==> config.mk <==
export PLATFORM = sky130hd
export DESIGN_NAME = fifo_flex
export DESIGN_NICKNAME = d
export VERILOG_FILES = /design/src/rtl/fifo_flex.sv
export SDC_FILE = /design/constraint.sdc
export NUM_CORES = 1
export LEC_CHECK = 0
export CAP_MARGIN = 0
export CORE_MARGIN = 2
export CORE_UTILIZATION = 57
export CTS_BUF_LIST = sky130_fd_sc_hd__clkbuf_4 sky130_fd_sc_hd__clkbuf_8
export DETAILED_ROUTE_END_ITERATION = 8
export HOLD_SLACK_MARGIN = 0.03
export PLACE_DENSITY = 0.82
export SETUP_SLACK_MARGIN = 0.5
export SYNTH_ARGS = -nofsm -noshare
export SYNTH_HDL_FRONTEND = slang
export SYNTH_SLANG_ARGS = --single-unit
export TNS_END_PERCENT = 20
==> constraint.sdc <==
create_clock -name clk -period 9.2 [get_ports clk]
set_input_delay 0.92 -clock clk [delete_from_list [all_inputs] [get_ports clk]]
set_output_delay 0.92 -clock clk [all_outputs]
set_load 0.02 [all_outputs]
==> src/rtl/fifo_flex.sv <==
// Single-clock stream FIFO of any depth, with a first-word-fall-through or registered read port, occupancy and error flags.
// Latency: data is readable the cycle after its write (FWFT), one cycle later in registered mode. Writes are refused while full and reads while empty.
module fifo_flex #(
   parameter int WIDTH    = 64,
   parameter int DEPTH    = 16,
   parameter int FWFT     = 1,
   parameter int AF_LEVEL = DEPTH - 1,
   parameter int AE_LEVEL = 1,
   localparam int CW      = $clog2(DEPTH + 1)
) (
   input  logic             clk,
   input  logic             rst,
   input  logic             w_valid,
   input  logic [WIDTH-1:0] data_in,
   input  logic             r_ready,
   output logic [WIDTH-1:0] data_out,
   output logic             rd_valid,
   output logic             fifo_full,
   output logic             fifo_empty,
   output logic             almost_full,
   output logic             almost_empty,
   output logic [CW-1:0]    count,
   input  logic             flush,
   output logic             overflow,
   output logic             underflow,
   input  logic             err_clr
);
   localparam int PW = (DEPTH > 1) ? $clog2(DEPTH) : 1;
   localparam logic [PW-1:0] LAST = PW'(DEPTH - 1);

   logic [WIDTH-1:0] mem [DEPTH];
   logic [PW-1:0]    wr_ptr;
   logic [PW-1:0]    rd_ptr;
   logic [CW-1:0]    count_nxt;
   logic             push;
   logic             pop;

   // Full/empty are the registered pre-edge flags, so a simultaneous pop never frees room for a push.
   assign push = w_valid & ~fifo_full;
   assign pop  = r_ready & ~fifo_empty;

   // Explicit wrap so that non-power-of-2 depths never address past the last entry.
   function automatic logic [PW-1:0] ptr_inc(input logic [PW-1:0] p);
      return (p == LAST) ? '0 : p + 1'b1;
   endfunction

   always_comb begin
      count_nxt = count;
      if (flush)
         count_nxt = '0;
      else if (push && !pop)
         count_nxt = count + 1'b1;
      else if (pop && !push)
         count_nxt = count - 1'b1;
   end

   always_ff @(posedge clk or posedge rst) begin
      if (rst) begin
         wr_ptr       <= '0;
         rd_ptr       <= '0;
         count        <= '0;
         fifo_full    <= 1'b0;
         fifo_empty   <= 1'b1;
         almost_full  <= (AF_LEVEL <= 0);
         almost_empty <= (AE_LEVEL >= 0);
         overflow     <= 1'b0;
         underflow    <= 1'b0;
      end else begin
         count        <= count_nxt;
         fifo_full    <= (count_nxt == CW'(DEPTH));
         fifo_empty   <= (count_nxt == '0);
         almost_full  <= (int'(count_nxt) >= AF_LEVEL);
         almost_empty <= (int'(count_nxt) <= AE_LEVEL);
         if (flush) begin
            wr_ptr <= '0;
            rd_ptr <= '0;
         end else begin
            if (push)
               wr_ptr <= ptr_inc(wr_ptr);
            if (pop)
               rd_ptr <= ptr_inc(rd_ptr);
         end
         // A fresh error outranks a clear arriving in the same cycle.
         if (w_valid && fifo_full && !flush)
            overflow <= 1'b1;
         else if (err_clr)
            overflow <= 1'b0;
         if (r_ready && fifo_empty && !flush)
            underflow <= 1'b1;
         else if (err_clr)
            underflow <= 1'b0;
      end
   end

   always_ff @(posedge clk) begin
      if (push && !flush)
         mem[wr_ptr] <= data_in;
   end

   generate
      if (FWFT != 0) begin : g_fwft
         // Forced to zero while empty so the port never shows a stale or uninitialised entry.
         assign data_out = fifo_empty ? '0 : mem[rd_ptr];
         assign rd_valid = ~fifo_empty;
      end else begin : g_reg
         always_ff @(posedge clk or posedge rst) begin
            if (rst) begin
               data_out <= '0;
               rd_valid <= 1'b0;
            end else if (flush) begin
               rd_valid <= 1'b0;
            end else begin
               rd_valid <= pop;
               if (pop)
                  data_out <= mem[rd_ptr];
            end
         end
      end
   endgenerate
endmodule

==> impl_metrics.json, run 1 <==
{
  "startpoint_type": "flop",
  "routabilityCongestion": 0.7233,
  "cts_resized": 0,
  "final.period_utilization": 0.6300,
  "reg2reg_setup_slack_ps": 5630,
  "cts_root_buffer": "clkbuf_8",
  "ys_top_cells_by_area": "edfxtp_1, mux4_2, and2_1, dfrtp_1, clkbuf_1",
  "slew_headroom": 0.2763,
  "ys_types": 38,
  "ys.flop_type": "edfxtp_1",
  "place_area_um2": 42460,
  "timing.fmax_ghz": 0.1725,
  "required_ps": 8280,
  "syn_area_um2": 39950,
  "finalClockSkew_ps": 29.24,
  "n_fill_cell": 4204,
  "powerDensity_nw_per_um2": 226.2,
  "cp.arrival_ps": 4880,
  "grt-ovfl-total": 0,
  "antenna_found_initial": 15,
  "yosys.area.top_type": "edfxtp_1",
  "num-nets-final": 1947,
  "grt_pass1_wl_um": 125300,
  "max_slew.worst_pin.slew_ps": 1083,
  "synth_most_common_cell": "edfxtp_1",
  "p_clk_frac": 0.344,
  "die_y_um": 268.7,
  "p_sw_frac": 0.2332,
  "drt-wirelength-per-cell_um": 29.28,
  "grt_pass1_vias": 19422,
  "synth_edf_count": 1024,
  "port_buffers": 145,
  "cts_hold_buf": 0,
  "end_kind": "primary output",
  "yosys-top-cells-count": "edfxtp_1, mux4_2, and2_1",
  "drt_iter0_markers": 2067,
  "syn_nets": 1700,
  "synth_top_area_frac": 0.7698,
  "worstPathCellList": "buf_4 > buf_4 > mux4_2 > mux4_2 > and2_1 > clkdlybuf4s50_1",
  "area_growth_syn_to_layout_pct": 13.60,
  "path_buf_inv": 3,
  "critical_path.max_stage_delay_ps": 840,
  "cts.sinks": 1043,
  "post-route-min-period_ps": 5796,
  "vias": 18318,
  "multi_input_area_um2": 8303,
  "drtPass1Iterations": 7,
  "worst_slack_ps": 3404,
  "status": "finished, final reports clean",
  "cts_buffer_depth": 3,
  "detailed_place_hpwl_um": 44080,
  "wirelength_um": 85490,
  "postLayoutCoreUtil": 0.6514,
  "track_usage": 0.2449,
  "hold_viol_final": 0,
  "drc": 0,
  "slowest_stage": "dfrtp_4",
  "fp-row-count": 97,
  "cap_violations": 0,
  "cts_buffers": 155,
  "final-max-slew-violation-count": 0,
  "htreeDepth": 4,
  "yosysWarnings": 0,
  "regArea_um2": 31240,
  "viasPerCell": 6.273,
  "die_area_um2": 72210,
  "antenna_left": 0,
  "power_switching_w": 0.002393,
  "worstHoldPathType": "flop to flop",
  "final_area_um2": 45380,
  "cts.clk_slew.worst_paths_ps": 50,
  "comb_power_share": 0.135,
  "place_ws_ps": 4071,
  "core_um2": 69660,
  "setup_viol": 0,
  "cts_tree": "built",
  "die_w_um": 268.7,
  "clk_latency_ps": 790,
  "power_w": 0.01026,
  "power_frac_seq": 0.521,
  "grt_max_degree": 137,
  "layout-drive-gt1-share": 0.3062,
  "post_cts_buffers": 0,
  "cp_top_family": "buffers and inverters",
  "intPower_w": 0.007870,
  "start_util": 0.5734,
  "p_leak_nw": 13.83,
  "syn_inst": 1623,
  "synth.avg_cell_area_um2": 24.61,
  "rsz0062_at_grt": "no",
  "crit_fanout": 36,
  "tns_ps": 0,
  "crit_type": "flop to primary output",
  "synth-seq-cells": 1043,
  "yosysSeqAreaShare": 0.7817,
  "synth_async_sr_flop_share": 0.01822,
  "ir_drop_mv": 0.2895,
  "io_pins": 146
}
-- worst paths after layout --
kind | cells past startpoint | endpoint | startpoint
max in group asynchronous | 2 | rd_ptr[0] | rst
worst min register to register | 1 | underflow | underflow
worst min-delay path | 1 | underflow | underflow
worst max register to register | 4 | mem[13][55] | fifo_full
worst max-delay path | 6 | data_out[58] | rd_ptr[0]
min in group asynchronous | 2 | almost_full | rst
-- sequential cells by signal, summed over array words and instances, names as in the netlist --
register / cells
fifo_full: 1
rd_ptr: 4
count: 5
mem: 1024
overflow: 1
almost_full: 1
almost_empty: 1
underflow: 1
wr_ptr: 4
fifo_empty: 1
-- power groups by stage --
| stage | registers, W | logic [W] | clock network (W) |
|---|---|---|---|
| floorplan | 0.00542 | 0.000909 | 0 |
| global placement | 0.00543 | 0.00137 | 0 |
| detailed placement | 0.00544 | 0.00140 | 0 |
| CTS | 0.00534 | 0.00141 | 0.00359 |
| global route | 0.00535 | 0.00147 | 0.00377 |
| finish | 0.00534 | 0.00139 | 0.00353 |
-- placed cells by master (no fill, tap or decap), types with 2 or more instances in the layout --
master / n
edfxtp_1: 1024
mux4_2: 320
clkbuf_8: 162
clkdlybuf4s50_1: 145
and2_1: 65
clkbuf_4: 47
clkinv_1: 34
buf_4: 29
nand2_1: 16
dfrtp_1: 13
clkinv_2: 11
nor2_1: 10
inv_1: 8
a21oi_1: 8
nor2_4: 8
ha_1: 7
and2_4: 6
nand3_1: 5
diode_2: 4
nor3_1: 4
o21ai_0: 4
dfrtp_4: 4
and3_1: 3
nor2b_1: 3
a311oi_1: 3
clkinvlp_4: 3
inv_6: 3
bufinv_16: 3
o21a_1: 2
or3_1: 2
a32o_1: 2
nand2b_1: 2
xor2_1: 2
dfstp_2: 2
buf_12: 2
-- area by class of cell --
| class | count | area share |
|---|---|---|
| flip-flops and latches | 1043 | 0.6885 |
| multi-input cells | 485 | 0.1830 |
| clock buffers | 209 | 0.05691 |
| repair buffers | 176 | 0.03766 |
| well taps | 940 | 0.02592 |
| clock inverters | 54 | 0.007086 |
| inverters | 9 | 0.0007445 |
| diodes | 4 | 0.0002206 |
-- metal layers --
metal  GRT usage  share of wire  up-vias
met5           0         0.0016        -
met4     0.07222          0.018       22
met2      0.3950           0.51      969
met1      0.3330           0.38     9726
li1            -              -     7462
met3     0.06785          0.097      139
-- metrics by stage --
step,hold WS (ps),std cells
finish,516.2,2920
global route,534.7,2918
CTS,507.1,2916
detailed placement,496.6,2653
global placement,482.3,2653
floorplan,556.3,1623
-- logic make-up after synthesis --
kind of cell / count (synthesis) / share of synthesized area
multiplexers: 321 / 0.1807
adder cells (fa/ha/maj): 7 / 0.002192
buffers and inverters: 95 / 0.01253
XOR/XNOR: 2 / 0.0004386
AO/OA/AOI/OAI: 26 / 0.004511
AND/OR/NAND/NOR: 129 / 0.01789
flip-flops: 1043 / 0.7817
Note: power is estimated with default switching activity, not from simulation.
==> run 2, diff against run 1 <==
PLACE_DENSITY = 0.85   (was 0.82)
clock period = 4.7 ns   (was 9.2 ns; I/O delays follow)
==> run 2 against run 1 <==
Sequential power up 95%. Die area unchanged. Global-route usage up 0.76 points. Combinational power up 110%. Non-clock buffer count up 32. Sequential cell count unchanged. Final cell count up 2.1%. Largest cell class unchanged.
==> impl_metrics.json, run 2 (synthesized netlist as in run 1, its figures left out) <==
{
  "die_y_um": 268.7,
  "cts_buffer_depth": 3,
  "cts.sinks": 1043,
  "r2r_start": "fifo_full",
  "top_register": "mem",
  "crit_top_cell": "mux4_2",
  "cts.clk_slew.worst_paths_ps": 70,
  "cp.arrival_ps": 3650,
  "worstPathCellList": "buf_12 > buf_16 > mux4_2 > mux4_2 > and2_1 > clkdlybuf4s50_1",
  "final.period_utilization": 0.8771,
  "ir_drop_mv": 0.5199,
  "end_kind": "primary output",
  "clk_latency_ps": 820,
  "grt_pass1_wl_um": 128300,
  "crit_fanout": 43,
  "drt_iter0_markers": 2329,
  "die_area_um2": 72210,
  "cts_tree": "built",
  "finalClockSkew_ps": 34.10,
  "slowest_stage": "clkdlybuf4s50_1",
  "dp_cells": 2672,
  "antenna_left": 0,
  "timing.fmax_ghz": 0.2426,
  "crit_type": "flop to primary output",
  "layout-drive-gt1-share": 0.3229,
  "worstHoldPathType": "input port to async pin",
  "postLayoutCoreUtil": 0.6642,
  "antenna_found_initial": 9,
  "start_util": 0.5734,
  "max_slew.worst_pin.slew_ps": 1158,
  "final-max-slew-violation-count": 0,
  "worst_slack_ps": 577.7,
  "p_leak_nw": 14.22,
  "required_ps": 4230,
  "n_fill_cell": 4130,
  "path_buf_inv": 3,
  "final_common_cell": "edfxtp_1",
  "cp_top_family": "multiplexers",
  "grt_max_degree": 65,
  "drtPass1Iterations": 7,
  "critical_path.max_stage_delay_ps": 580,
  "drc": 0,
  "drt-wirelength-per-cell_um": 30.11,
  "cap_violations": 0,
  "final_cell_mix": "edfxtp_1, mux4_2, clkbuf_8",
  "place_ws_ps": 1000,
  "cts_root_buffer": "clkbuf_8",
  "slew_headroom": 0.2283,
  "grt-ovfl-total": 0,
  "area_growth_syn_to_layout_pct": 15.84,
  "die_w_um": 268.7,
  "crit_start": "rd_ptr[0]",
  "vias": 18742,
  "routabilityCongestion": 0.7485,
  "viasPerCell": 6.287,
  "startpoint_type": "flop",
  "port_buffers": 145,
  "cts_buffers": 159,
  "hold_viol_final": 0,
  "io_pins": 146,
  "largest_register_ffs": 1024,
  "track_usage": 0.2525,
  "core_um2": 69660,
  "tns_ps": 0,
  "setup_viol": 0,
  "post-route-min-period_ps": 4122,
  "status": "finished, final reports clean",
  "hold_slack_ps": 99.97,
  "wirelength_um": 89770,
  "grt_pass1_vias": 19498,
  "rsz0062_at_grt": "yes",
  "fp-row-count": 97,
  "powerDensity_nw_per_um2": 448.7,
  "htreeDepth": 4,
  "reg2reg_setup_slack_ps": 1750,
  "detailed_place_hpwl_um": 46770,
  "fin_cells": 2981,
  "regArea_um2": 31240,
  "num-nets-final": 1983,
  "largestRegisters": "mem (1024), count (5)",
  "multi_input_area_um2": 8309
}
run 2: cell count changes in the layout (fill, tap and decap cells not counted), moves of 5 or more:
cell        previous run  this run
buf_12                 2        21
clkinv_1              34        41
clkinvlp_4             3         8
clkinv_2              11        24
buf_16                 0         5
clkbuf_4              47        42
bufinv_16              3         8
run 2: where the power goes:
group	switching (W)	internal (W)	leakage, nW	total [W]
registers	0.0000736	0.0103	9.47	0.0104
clock network	0.00343	0.00400	1.66	0.00743
logic	0.00144	0.00148	3.10	0.00291
total	0.00494	0.0158	14.2	0.0208
run 2: per-stage QoR:
stage | total power (W) | area, um^2
6_report | 0.02076 | 46270
5_1_grt | 0.02142 | 46260
4_1_cts | 0.02082 | 46140
3_5_place_dp | 0.01345 | 42900
3_3_place_gp | 0.01337 | 42900
2_1_floorplan | 0.01239 | 39950
run 2: worst paths after layout:
path                           endpoint  cells past startpoint
setup / recovery           data_out[56]                      6
hold / removal                underflow                      2
setup reg to reg             mem[1][17]                      5
hold reg to reg                overflow                      1
max in group asynchronous     rd_ptr[0]                      2
min in group clk               overflow                      3
run 2: worst reg2reg max path, delay by kind of cell (launching register included):
kind	cells	cell delay (ps)
AND/OR/NAND/NOR	4	1780
flip-flops	1	410
buffers and inverters	1	430
run 2: layout make-up:
type	instances	share of cell area
sequential	1043	0.6752
timing repair buffer	208	0.05029
inverter	9	0.0007301
antenna	6	0.0003245
clock inverter	86	0.01347
tap	940	0.02542
clock buffer	204	0.05500
multi-input combinational	485	0.1796
run 2: per-layer routing:
metal	global-route usage	part of all wire	vias up
met5	0	0.00052	-
met1	0.3469	0.37	9849
met2	0.4052	0.52	1163
met3	0.06630	0.098	141
li1	-	-	7581
met4	0.07703	0.020	8
run 2: what timing repair did:
item,4_1_cts,5_1_grt
setup buffers,6,6
endpoints found under the setup margin,60,45
gates resized for setup,3,6
pin swaps,0,0
hold buffers,0,0
cloned,0,1
